[config.mk]
export PLATFORM = sky130hd
export DESIGN_NAME = video_timing_mixer
export DESIGN_NICKNAME = d
export VERILOG_FILES = /design/src/rtl/video_pkg.sv /design/src/rtl/video_timing_mixer_layer_mixer.sv /design/src/rtl/video_timing_mixer.sv
export SDC_FILE = /design/constraint.sdc
export NUM_CORES = 1
export LEC_CHECK = 0
export CORE_ASPECT_RATIO = 0.75
export CORE_MARGIN = 4
export CORE_UTILIZATION = 25
export DETAILED_ROUTE_END_ITERATION = 6
export GPL_ROUTABILITY_DRIVEN = 1
export HOLD_SLACK_MARGIN = 0.06
export SYNTH_ARGS = -nofsm -noshare
export SYNTH_HDL_FRONTEND = slang
export SYNTH_SLANG_ARGS = --single-unit
[constraint.sdc]
create_clock -name pixel_clk -period 4 [get_ports pixel_clk]
set_clock_uncertainty 0.1 [all_clocks]
set_input_delay 0.6 -clock pixel_clk [delete_from_list [all_inputs] [get_ports pixel_clk]]
set_output_delay 0.6 -clock pixel_clk [all_outputs]
set_load 0.02 [all_outputs]
[src/rtl/video_pkg.sv]
// 720p60 timing constants, RGB pixel type and colour constants shared by the video mixer.
// No logic, no latency; no backpressure.
package video_pkg;

    localparam int HRES_720  = 1280;
    localparam int HFP_720   = 110;
    localparam int HSW_720   = 40;
    localparam int HBP_720   = 220;
    localparam int HTOTAL_720 = HRES_720 + HFP_720 + HSW_720 + HBP_720;

    localparam int VRES_720  = 720;
    localparam int VFP_720   = 5;
    localparam int VSW_720   = 5;
    localparam int VBP_720   = 20;
    localparam int VTOTAL_720 = VRES_720 + VFP_720 + VSW_720 + VBP_720;

    typedef logic [2:0][7:0] rgb_t;

    localparam rgb_t BG_RGB      = 24'h000000;
    localparam rgb_t BAR_WHITE   = 24'hFFFFFF;
    localparam rgb_t BAR_YELLOW  = 24'hFFFF00;
    localparam rgb_t BAR_CYAN    = 24'h00FFFF;
    localparam rgb_t BAR_GREEN   = 24'h00FF00;
    localparam rgb_t BAR_MAGENTA = 24'hFF00FF;
    localparam rgb_t BAR_RED     = 24'hFF0000;
    localparam rgb_t BAR_BLUE    = 24'h0000FF;
    localparam rgb_t BAR_BLACK   = 24'h000000;

    function automatic rgb_t bar_color(input logic [2:0] idx);
        case (idx)
            3'd0:    return BAR_WHITE;
            3'd1:    return BAR_YELLOW;
            3'd2:    return BAR_CYAN;
            3'd3:    return BAR_GREEN;
            3'd4:    return BAR_MAGENTA;
            3'd5:    return BAR_RED;
            3'd6:    return BAR_BLUE;
            default: return BAR_BLACK;
        endcase
    endfunction

endpackage

[src/rtl/video_timing_mixer_layer_mixer.sv]
// Fixed-priority layer select: lowest-index active layer wins, background otherwise.
// Purely combinational (0 cycles); no backpressure.
module layer_mixer
    import video_pkg::*;
#(
    parameter int   NUM_LAYERS = 4,
    parameter rgb_t BG_COLOR   = BG_RGB
) (
    input  logic [NUM_LAYERS-1:0][2:0][7:0] layer_pixel,
    input  logic [NUM_LAYERS-1:0]           layer_active,
    output logic [2:0][7:0]                 pixel
);

    // Walk from lowest to highest priority so the last hit is the winner.
    always_comb begin
        pixel = BG_COLOR;
        for (int i = NUM_LAYERS - 1; i >= 0; i--) begin
            if (layer_active[i]) begin
                pixel = layer_pixel[i];
            end
        end
    end

endmodule

[src/rtl/video_timing_mixer.sv]
// Raster timing source plus registered priority mixer for the HDMI encoder; VTM_TPG_EN adds colour bars.
// Latency: hpos/vpos/fsync combinational from counters, rgb/hsync/vsync/de one pixel_clk later.
// No backpressure: free-running raster, objects must answer within the same cycle.
module video_timing_mixer
    import video_pkg::*;
#(
    parameter int   HRES       = HRES_720,
    parameter int   HFP        = HFP_720,
    parameter int   HSW        = HSW_720,
    parameter int   HBP        = HBP_720,
    parameter int   VRES       = VRES_720,
    parameter int   VFP        = VFP_720,
    parameter int   VSW        = VSW_720,
    parameter int   VBP        = VBP_720,
    parameter logic SYNC_POL   = 1'b1,
    parameter int   NUM_LAYERS = 4,
    parameter rgb_t BG_COLOR   = BG_RGB
) (
    input  logic                           pixel_clk,
    input  logic                           rst,
    output logic signed [11:0]             hpos,
    output logic signed [11:0]             vpos,
    output logic                           fsync,
    input  logic [NUM_LAYERS-1:0][2:0][7:0] layer_pixel,
    input  logic [NUM_LAYERS-1:0]          layer_active,
    input  logic                           tpg_en,
    output logic [2:0][7:0]                rgb,
    output logic                           hsync,
    output logic                           vsync,
    output logic                           de,
    output logic [15:0]                    frame_cnt
);

    localparam int HTOTAL = HRES + HFP + HSW + HBP;
    localparam int VTOTAL = VRES + VFP + VSW + VBP;

    logic [11:0]     hcnt;
    logic [11:0]     vcnt;
    logic            hs_raw;
    logic            vs_raw;
    logic            de_raw;
    logic [2:0][7:0] mix_pix;
    logic [2:0][7:0] next_pix;

    assign hpos   = signed'(hcnt);
    assign vpos   = signed'(vcnt);
    // Strobe on the first blanking line so objects move while nothing is displayed.
    assign fsync  = (hcnt == 12'd0) && (vcnt == 12'(VRES));
    assign hs_raw = (hcnt >= 12'(HRES + HFP)) && (hcnt < 12'(HRES + HFP + HSW));
    assign vs_raw = (vcnt >= 12'(VRES + VFP)) && (vcnt < 12'(VRES + VFP + VSW));
    assign de_raw = (hcnt < 12'(HRES)) && (vcnt < 12'(VRES));

    layer_mixer #(
        .NUM_LAYERS (NUM_LAYERS),
        .BG_COLOR   (BG_COLOR)
    ) u_mixer (
        .layer_pixel  (layer_pixel),
        .layer_active (layer_active),
        .pixel        (mix_pix)
    );

`ifdef VTM_TPG_EN
    logic [2:0] bar_idx;
    assign bar_idx  = 3'(hcnt / 12'(HRES / 8));
    assign next_pix = tpg_en ? bar_color(bar_idx) : mix_pix;
`else
    logic tpg_unused;
    assign tpg_unused = tpg_en;
    assign next_pix   = mix_pix;
`endif

    always_ff @(posedge pixel_clk) begin
        if (rst) begin
            hcnt      <= 12'd0;
            vcnt      <= 12'd0;
            frame_cnt <= 16'd0;
            rgb       <= '0;
            de        <= 1'b0;
            hsync     <= ~SYNC_POL;
            vsync     <= ~SYNC_POL;
        end else begin
            if (hcnt == 12'(HTOTAL - 1)) begin
                hcnt <= 12'd0;
                vcnt <= (vcnt == 12'(VTOTAL - 1)) ? 12'd0 : vcnt + 12'd1;
            end else begin
                hcnt <= hcnt + 12'd1;
            end
            if (fsync) begin
                frame_cnt <= frame_cnt + 16'd1;
            end
            rgb   <= de_raw ? next_pix : '0;
            de    <= de_raw;
            hsync <= hs_raw ? SYNC_POL : ~SYNC_POL;
            vsync <= vs_raw ? SYNC_POL : ~SYNC_POL;
        end
    end

endmodule

==> results of run 1 <==
cell type report:
| class | count | area [µm²] |
|---|---|---|
| clock buffers | 9 | 225.2 |
| multi-input cells | 314 | 1914 |
| inverters | 10 | 37.54 |
| clock inverters | 7 | 123.9 |
| fillers | 1283 | 7522 |
| repair buffers | 174 | 1729 |
| well taps | 171 | 214.0 |
| flip-flops and latches | 67 | 1341 |
cells in the mapped netlist:
library cell / instances
sky130_fd_sc_hd__a31o_2: 1
sky130_fd_sc_hd__nand3_1: 15
sky130_fd_sc_hd__dfxtp_1: 67
sky130_fd_sc_hd__nor4b_2: 1
sky130_fd_sc_hd__a211o_1: 1
sky130_fd_sc_hd__nor3_1: 29
sky130_fd_sc_hd__ha_1: 8
sky130_fd_sc_hd__xnor2_1: 10
sky130_fd_sc_hd__and2_1: 4
sky130_fd_sc_hd__nand4_1: 12
sky130_fd_sc_hd__o31ai_1: 5
sky130_fd_sc_hd__and4_1: 2
sky130_fd_sc_hd__and4bb_2: 1
sky130_fd_sc_hd__nor4_2: 1
sky130_fd_sc_hd__mux2i_1: 2
sky130_fd_sc_hd__nand3b_1: 1
sky130_fd_sc_hd__inv_1: 10
sky130_fd_sc_hd__nand4b_2: 1
sky130_fd_sc_hd__o21ai_0: 10
sky130_fd_sc_hd__nor2b_1: 25
sky130_fd_sc_hd__a221oi_1: 23
sky130_fd_sc_hd__nor4_1: 4
sky130_fd_sc_hd__clkbuf_1: 22
sky130_fd_sc_hd__nand3_2: 1
sky130_fd_sc_hd__nand2_1: 15
sky130_fd_sc_hd__nor2_1: 59
sky130_fd_sc_hd__xor2_1: 11
sky130_fd_sc_hd__or3_4: 2
sky130_fd_sc_hd__nand2b_1: 2
sky130_fd_sc_hd__buf_6: 1
sky130_fd_sc_hd__a22oi_1: 1
sky130_fd_sc_hd__a21oi_1: 40
sky130_fd_sc_hd__and4b_1: 1
sky130_fd_sc_hd__a311oi_1: 1
sky130_fd_sc_hd__and3_1: 6
sky130_fd_sc_hd__or4_1: 5
sky130_fd_sc_hd__o211ai_1: 3
sky130_fd_sc_hd__and3b_1: 1
sky130_fd_sc_hd__or3_1: 8
sky130_fd_sc_hd__a2111oi_0: 1
sky130_fd_sc_hd__o21bai_1: 1
how the worst max path moves through the flow:
stage / depth (start not counted) / end / start
CTS: 7 / fsync / hpos[0]
global route: 7 / fsync / hpos[0]
floorplan: 6 / fsync / hpos[1]
finish: 7 / fsync / hpos[0]
global placement: 7 / fsync / hpos[0]
detailed placement: 7 / fsync / hpos[0]
logic make-up (layout without fill, tap and decap cells):
kind of cell / count (synthesis) / in the layout / share of synthesized area
muxes: 2 / 2 / 0.005911
adders and majority gates: 8 / 8 / 0.02955
and+or+nand+nor: 196 / 196 / 0.3096
buffers and inverters: 33 / 200 / 0.03879
DFF: 67 / 67 / 0.3960
xor gates and xnor gates: 21 / 21 / 0.05430
AOI/OAI and AO/OA: 87 / 87 / 0.1659
state kept, by name (all words and copies together) (netlist names):
signal	cells
vsync	1
rgb	24
de	1
frame_cnt	16
hsync	1
hpos	12
vpos	12
power by group:
part / switching [mW] / internal [mW]
Clock: 0.311 / 0.614
Sequential: 0.00954 / 0.688
Combinational: 0.114 / 0.158
Total: 0.435 / 1.46
per-layer routing:
layer | wire [µm] | global-route usage | vias to the layer above
li1 | - | - | 1821
met1 | 5021 | 0.1847 | 1686
met2 | 5391 | 0.2421 | 98
met3 | 966 | 0.06708 | 13
met4 | 159 | 0.03731 | 0
met5 | 0 | 0 | -
worst reg2reg max path, stage by stage (launching register included):
cell	delay (ns)
sky130_fd_sc_hd__dfxtp_1	0.37
sky130_fd_sc_hd__inv_1	0.11
sky130_fd_sc_hd__ha_1	0.16
sky130_fd_sc_hd__nor4b_2	0.22
sky130_fd_sc_hd__nand3_2	0.17
sky130_fd_sc_hd__or3_4	0.50
sky130_fd_sc_hd__or4_1	0.53
sky130_fd_sc_hd__a21oi_1	0.14
cells in the final DEF, fill, tap and decap left out, drive strengths merged, types with 11 or more instances in the layout:
cell type      count
a221oi            23
inv               12
nand2             15
dfxtp             67
nor3              29
a21oi             40
clkdlybuf4s50    169
nor2              59
nor2b             25
nand3             16
xor2              11
nand4             12
through the flow:
| stage | hold WS, ns | instances | instance area (µm²) | setup WS [ns] |
|---|---|---|---|---|
| floorplan | 0.4540 | 414 | 3387 | 1.668 |
| global placement | 0.3838 | 736 | 5236 | 1.011 |
| detailed placement | 0.3900 | 736 | 5236 | 0.9612 |
| CTS | 0.3993 | 752 | 5585 | 0.5931 |
| global route | 0.4405 | 752 | 5585 | 0.4580 |
| finish | 0.3940 | 752 | 5585 | 0.6322 |
==> impl_results.md, run 1 <==
* Run status: finished, final reports clean
* Hold Buf Count CTS at 0
* Tightest Pin Transition at 1.183 ns
* Share of layout cells above drive strength 1 at 0.04991
* DRT antenna net count at 0
* Critical hold path startpoint: frame_cnt[14]
* Area of the die at 15490 µm²
* Share of the yosys chip area belonging to registers at 0.3960
* Gr usage total at 0.1502
* DRC violations left at 0
* Count of standard-cell rows at 36
* Leakage Power at 1.994 nW
* Root buffer cell: sky130_fd_sc_hd__clkbuf_16
* Worst-path clk slew at 0.06 ns
* Pwr Density at 339.2 nW/µm²
* Area growth from synthesis to layout at 64.91%
* Time the worst path needs with I/O delays and setup at 3.368 ns
* Crit path required time at 3.30 ns
* Antenna violations before repair at 0
* Routed length per placed instance at 15.34 µm
* Global placement routability congestion at 0.7672
* Headroom to the max-slew limit at 0.2090
* Top-level port count at 171
* Core ar. at 13110 µm²
* Placed wire-length estimate at 9001 µm
* Effective utilization at floorplan at 0.2584
* Area fraction of the dominant cell type after synthesis at 0.3960
* Overflow after GRT at 0
* Flop and latch count out of synthesis at 67
* Vias per cell at 4.811
* Yosys Warn Count at 0
* Detailed-routing iteration count for the pre-antenna-repair pass at 4
* Type of the most critical hold path: flop to flop
* Net total in the final layout at 687
* Kind of end point of the critical path: primary output
* Arrival time of the worst setup path at 2.67 ns
* Slowest stage cell on the critical path: sky130_fd_sc_hd__clkdlybuf4s50_1
* Sum of negative setup slack at 0 ns
* Cells traversed along the worst timing path: inv_1, ha_1, nor4b_2, nand3_2, or3_4, inv_1, clkdlybuf4s50_1
* WP buf/inv at 3
* Post-route total power at 1.895 mW
* Terminus of the critical flop-to-flop path: frame_cnt[14]
* CTS sink count at 67
* Cell depth of the worst min-delay path at 2
* Number of H-tree levels at 3
* Antenna cell count at 0
* Cell repeated most along the worst path: sky130_fd_sc_hd__inv_1
* Maximum clock frequency at 296.9 MHz
* Count of cells resized by post-cts repair at 0
* Number of CTS-inserted buffers at 9
* Number of endpoints with negative hold slack in the final report at 0
* Worst-case register-to-register setup slack at 1.64 ns
* CTS max path bufs at 2
* Reg2reg path depth at 7
* Number of different library cells in the post-synthesis netlist at 41
* Dominant cell type by area after synthesis: sky130_fd_sc_hd__dfxtp_1
* Largest delay share family, worst path: buffers and inverters
* Final design utilization at 0.4261
* CP Max Fanout at 14
* Initial DRC count at 148
* Port bufs at 169
* Start-to-end type of the worst setup path: flop to primary output
* Post-Syn Instances at 414
* Synthesized net count at 525
* Maximum ir drop on the vdd rail at 0.2394 mV
* Max-slew violation total from the final report at 0
* Launching element type of the critical path: flop
* First-pass GRT wire length at 18440 µm
* Die extent in x at 142.4 µm
* Cell area after technology mapping at 3387 µm²
* Cells taking the most area after synthesis: sky130_fd_sc_hd__dfxtp_1 40%, sky130_fd_sc_hd__nor2_1 6.5%, sky130_fd_sc_hd__a221oi_1 5.9%, sky130_fd_sc_hd__a21oi_1 5.9%, sky130_fd_sc_hd__nor2b_1 4.6%
* Unrepaired setup endpoints after global routing: no
* Startpoint of the lowest-slack register-to-register path: hpos[0]
* TritonCTS clock tree: built
* Vert. Die Dim at 108.8 µm
* Count of max-cap constraint violations at 0
* Total setup buffers inserted after CTS at 0
* Via count of the first global-routing pass at 3569
* Maximum number of pins on one net before global-route repair at 30
* Final Cycle Share at 0.8420
* Total length of routed wires at 11540 µm
* Worst Hold End: frame_cnt[14]
* Maximum single-stage delay on the critical path at 0.63 ns
* Total setup violations reported at the end of the flow at 0
* Clk_lat worst skew at 0.33 ns
* Vias post-DR at 3618
* Syn_area_per_cell at 8.181 µm²
Power figures use the tool's default switching activity.
==> run 2, diff against run 1 <==
- clock period: 4 -> 2.92 ns (I/O delays scaled with it)
==> run 2 against run 1 <==
  * Routed wire length rose by 2.2%
  * Global-route usage increased by 0.33 points
  * Worst setup slack got worse by 0.42 ns
  * Sequential power rose by 37%
  * Clock power rose by 26%
  * Utilization up 0.30 points
  * Final cell count rose by 0.93%
  * Critical path depth down 2
  * Critical endpoint unchanged
  * Highest routed layer unchanged
==> impl_results.md, run 2 (synthesis gave the netlist of run 1 again) <==
* Maximum number of pins on one net before global-route repair at 49 (+63%)
* Worst hold-check slack at 0.4087 ns (+0.01469 ns)
* Hold Buf Count CTS at 0 (unchanged)
* Count of max-cap constraint violations at 0 (unchanged)
* Final Cycle Share at 0.9263
* Kind of end point of the critical path: primary output
* Root buffer cell: sky130_fd_sc_hd__clkbuf_16
* Effective utilization at floorplan at 0.2584 (unchanged)
* Worst setup timing slack at the placement stage at 0.2093 ns (-0.7519 ns)
* Placed Area at 5289 µm² (+1.0%)
* Routed length per placed instance at 15.54 µm (+1.3%)
* TritonCTS clock tree: built
* Arrival time of the worst setup path at 2.17 ns (-0.50 ns)
* Vias per cell at 4.872 (+1.3%)
* Startpoint of the lowest-slack register-to-register path: hpos[5]
* Most common cell after layout, fill and taps aside: sky130_fd_sc_hd__clkdlybuf4s50_1
* Number of fillers in the final layout at 1296 (+1.0%)
* Placed wire-length estimate at 9258 µm (+2.9%)
* Cell depth of the worst min-delay path at 2 (unchanged)
* Crit path required time at 2.38 ns (-0.92 ns)
* Final standard cell area without fillers at 5624 µm² (+0.69%)
* Total length of routed wires at 11800 µm (+2.2%)
* Area of the die at 15490 µm² (unchanged)
* Headroom to the max-slew limit at 0.5515 (+0.3425)
* Core ar. at 13110 µm² (unchanged)
* Vias post-DR at 3698 (+2.2%)
* Pwr Density at 445.9 nW/µm² (+31%)
* Number of endpoints with negative hold slack in the final report at 0 (unchanged)
* Number of flip-flops under the largest register name at 24 (unchanged)
* Count of cells resized by post-cts repair at 2 (+2)
* Critical hold path startpoint: frame_cnt[14]
* Slowest stage cell on the critical path: sky130_fd_sc_hd__or3_4
* Terminus of the critical flop-to-flop path: frame_cnt[14]
* Register containing the most flip-flops in the final layout: rgb
* First-pass GRT wire length at 18770 µm (+1.8%)
* CTS max path bufs at 2 (unchanged)
* PnR worst setup slack at 0.2153 ns (-0.4169 ns)
* Post-route total power at 2.508 mW (+32%)
* Type of the most critical hold path: flop to flop
* DRC violations left at 0 (unchanged)
* Count of standard-cell rows at 36 (unchanged)
* Maximum ir drop on the vdd rail at 0.3150 mV (+32%)
* Via count of the first global-routing pass at 3645 (+2.1%)
* Gr usage total at 0.1535 (+0.003264)
* Total setup buffers inserted after CTS at 0 (unchanged)
* Net total in the final layout at 694 (+1.0%)
* Total setup violations reported at the end of the flow at 0 (unchanged)
* Time the worst path needs with I/O delays and setup at 2.705 ns
* Number of H-tree levels at 3 (unchanged)
* Initial DRC count at 196 (+32%)
* CTS sink count at 67 (unchanged)
* Detailed-routing iteration count for the pre-antenna-repair pass at 7 (+3)
* WP buf/inv at 2 (-1)
* Vert. Die Dim at 108.8 µm (unchanged)
* Worst-case register-to-register setup slack at 0.57 ns (-1.07 ns)
* Start-to-end type of the worst setup path: flop to primary output
* Top-level port count at 171 (unchanged)
* Antenna violations before repair at 0 (unchanged)
* Number of CTS-inserted buffers at 9 (unchanged)
* Sum of negative setup slack at 0 ns (unchanged)
* Port bufs at 169 (unchanged)
* Clk_lat worst skew at 0.33 ns (about the same)
* Maximum single-stage delay on the critical path at 0.42 ns (-0.21 ns)
* Overflow after GRT at 0 (unchanged)
* Worst Hold End: frame_cnt[14]
* Unrepaired setup endpoints after global routing: no
* Area growth from synthesis to layout at 66.05%
* Tightest Pin Transition at 0.6714 ns (-0.5117 ns)
* Maximum clock frequency at 369.7 MHz
* Max-slew violation total from the final report at 0 (unchanged)
* CP Max Fanout at 8 (-6)
* Launching element type of the critical path: flop
* Area of combinational cells with multiple inputs at 1923 µm² (+0.46%)
* Worst-path clk slew at 0.06 ns (about the same)
* Leakage Power at 2.026 nW (+1.6%)
* Reg2reg path depth at 6 (-1)
* Most frequent cells in the layout: 168 x sky130_fd_sc_hd__clkdlybuf4s50_1, 67 x sky130_fd_sc_hd__dfxtp_1, 59 x sky130_fd_sc_hd__nor2_1
* Global placement routability congestion at 0.8011 (+4.4%)
* Antenna cell count at 0 (unchanged)
* Share of layout cells above drive strength 1 at 0.06122 (+0.01131)
* DRT antenna net count at 0 (unchanged)
* Largest delay share family, worst path: simple AND/OR/NAND/NOR gates
* Cells traversed along the worst timing path: nor4_4, nand3_2, or3_4, inv_1, dlygate4sd2_1
* Run status: finished, final reports clean
* Largest registers: rgb x24, frame_cnt x16
* Die extent in x at 142.4 µm (unchanged)
* Area of all sequential standard cells at 1341 µm² (unchanged)
run 2: cell types whose count changed in the layout (fill, tap and decap cells not counted), sizes merged:
cell	before	now
clkinvlp	1	2
bufinv	3	2
clkbuf	9	10
clkinv	1	2
clkdlybuf4s50	169	168
dlygate4sd2	0	1
inv	12	10
buf	5	12
run 2: metrics by stage:
stage | utilization | std cells
3_5_place_dp | 0.4035 | 743
4_1_cts | 0.4291 | 759
3_3_place_gp | 0.4035 | 743
6_report | 0.4291 | 759
2_1_floorplan | - | 414
5_1_grt | 0.4291 | 759
run 2: worst min-delay path, stage by stage, from the launching register on:
cell	delay, ns
sky130_fd_sc_hd__dfxtp_1	0.33
sky130_fd_sc_hd__o31ai_1	0.07
sky130_fd_sc_hd__a21oi_1	0.06
run 2: how the worst max path moves through the flow:
stage / end / slack (ns) / depth (start not counted) / startpoint
6_report: fsync / 0.22 / 5 / hpos[5]
5_1_grt: fsync / 0.07 / 7 / hpos[0]
4_1_cts: fsync / 0.18 / 7 / hpos[0]
3_5_place_dp: fsync / 0.21 / 5 / hpos[5]
3_3_place_gp: fsync / 0.25 / 5 / hpos[5]
2_1_floorplan: frame_cnt[14] / 0.72 / 7 / hpos[1]
run 2: layout make-up:
class	count	area share
multi-input cells	314	0.3419
repair buffers	181	0.3166
flip-flops and latches	67	0.2385
clock buffers	10	0.04249
well taps	171	0.03804
clock inverters	6	0.01580
inverters	10	0.006674
run 2: where the power goes:
group          internal [mW]  switching, mW  total (mW)  leakage (nW)
sequential             0.942        0.00961       0.952         0.547
clock                  0.770          0.403        1.17         0.155
combinational          0.221          0.163       0.384          1.32
run 2: routing by layer:
layer  global-route usage  vias to the layer above  part of all wire
met5                    0                        -                 0
met2               0.2492                      127              0.47
li1                     -                     1841                 -
met4              0.03460                        0            0.0074
met1               0.1893                     1723              0.43
met3              0.06751                        7             0.091
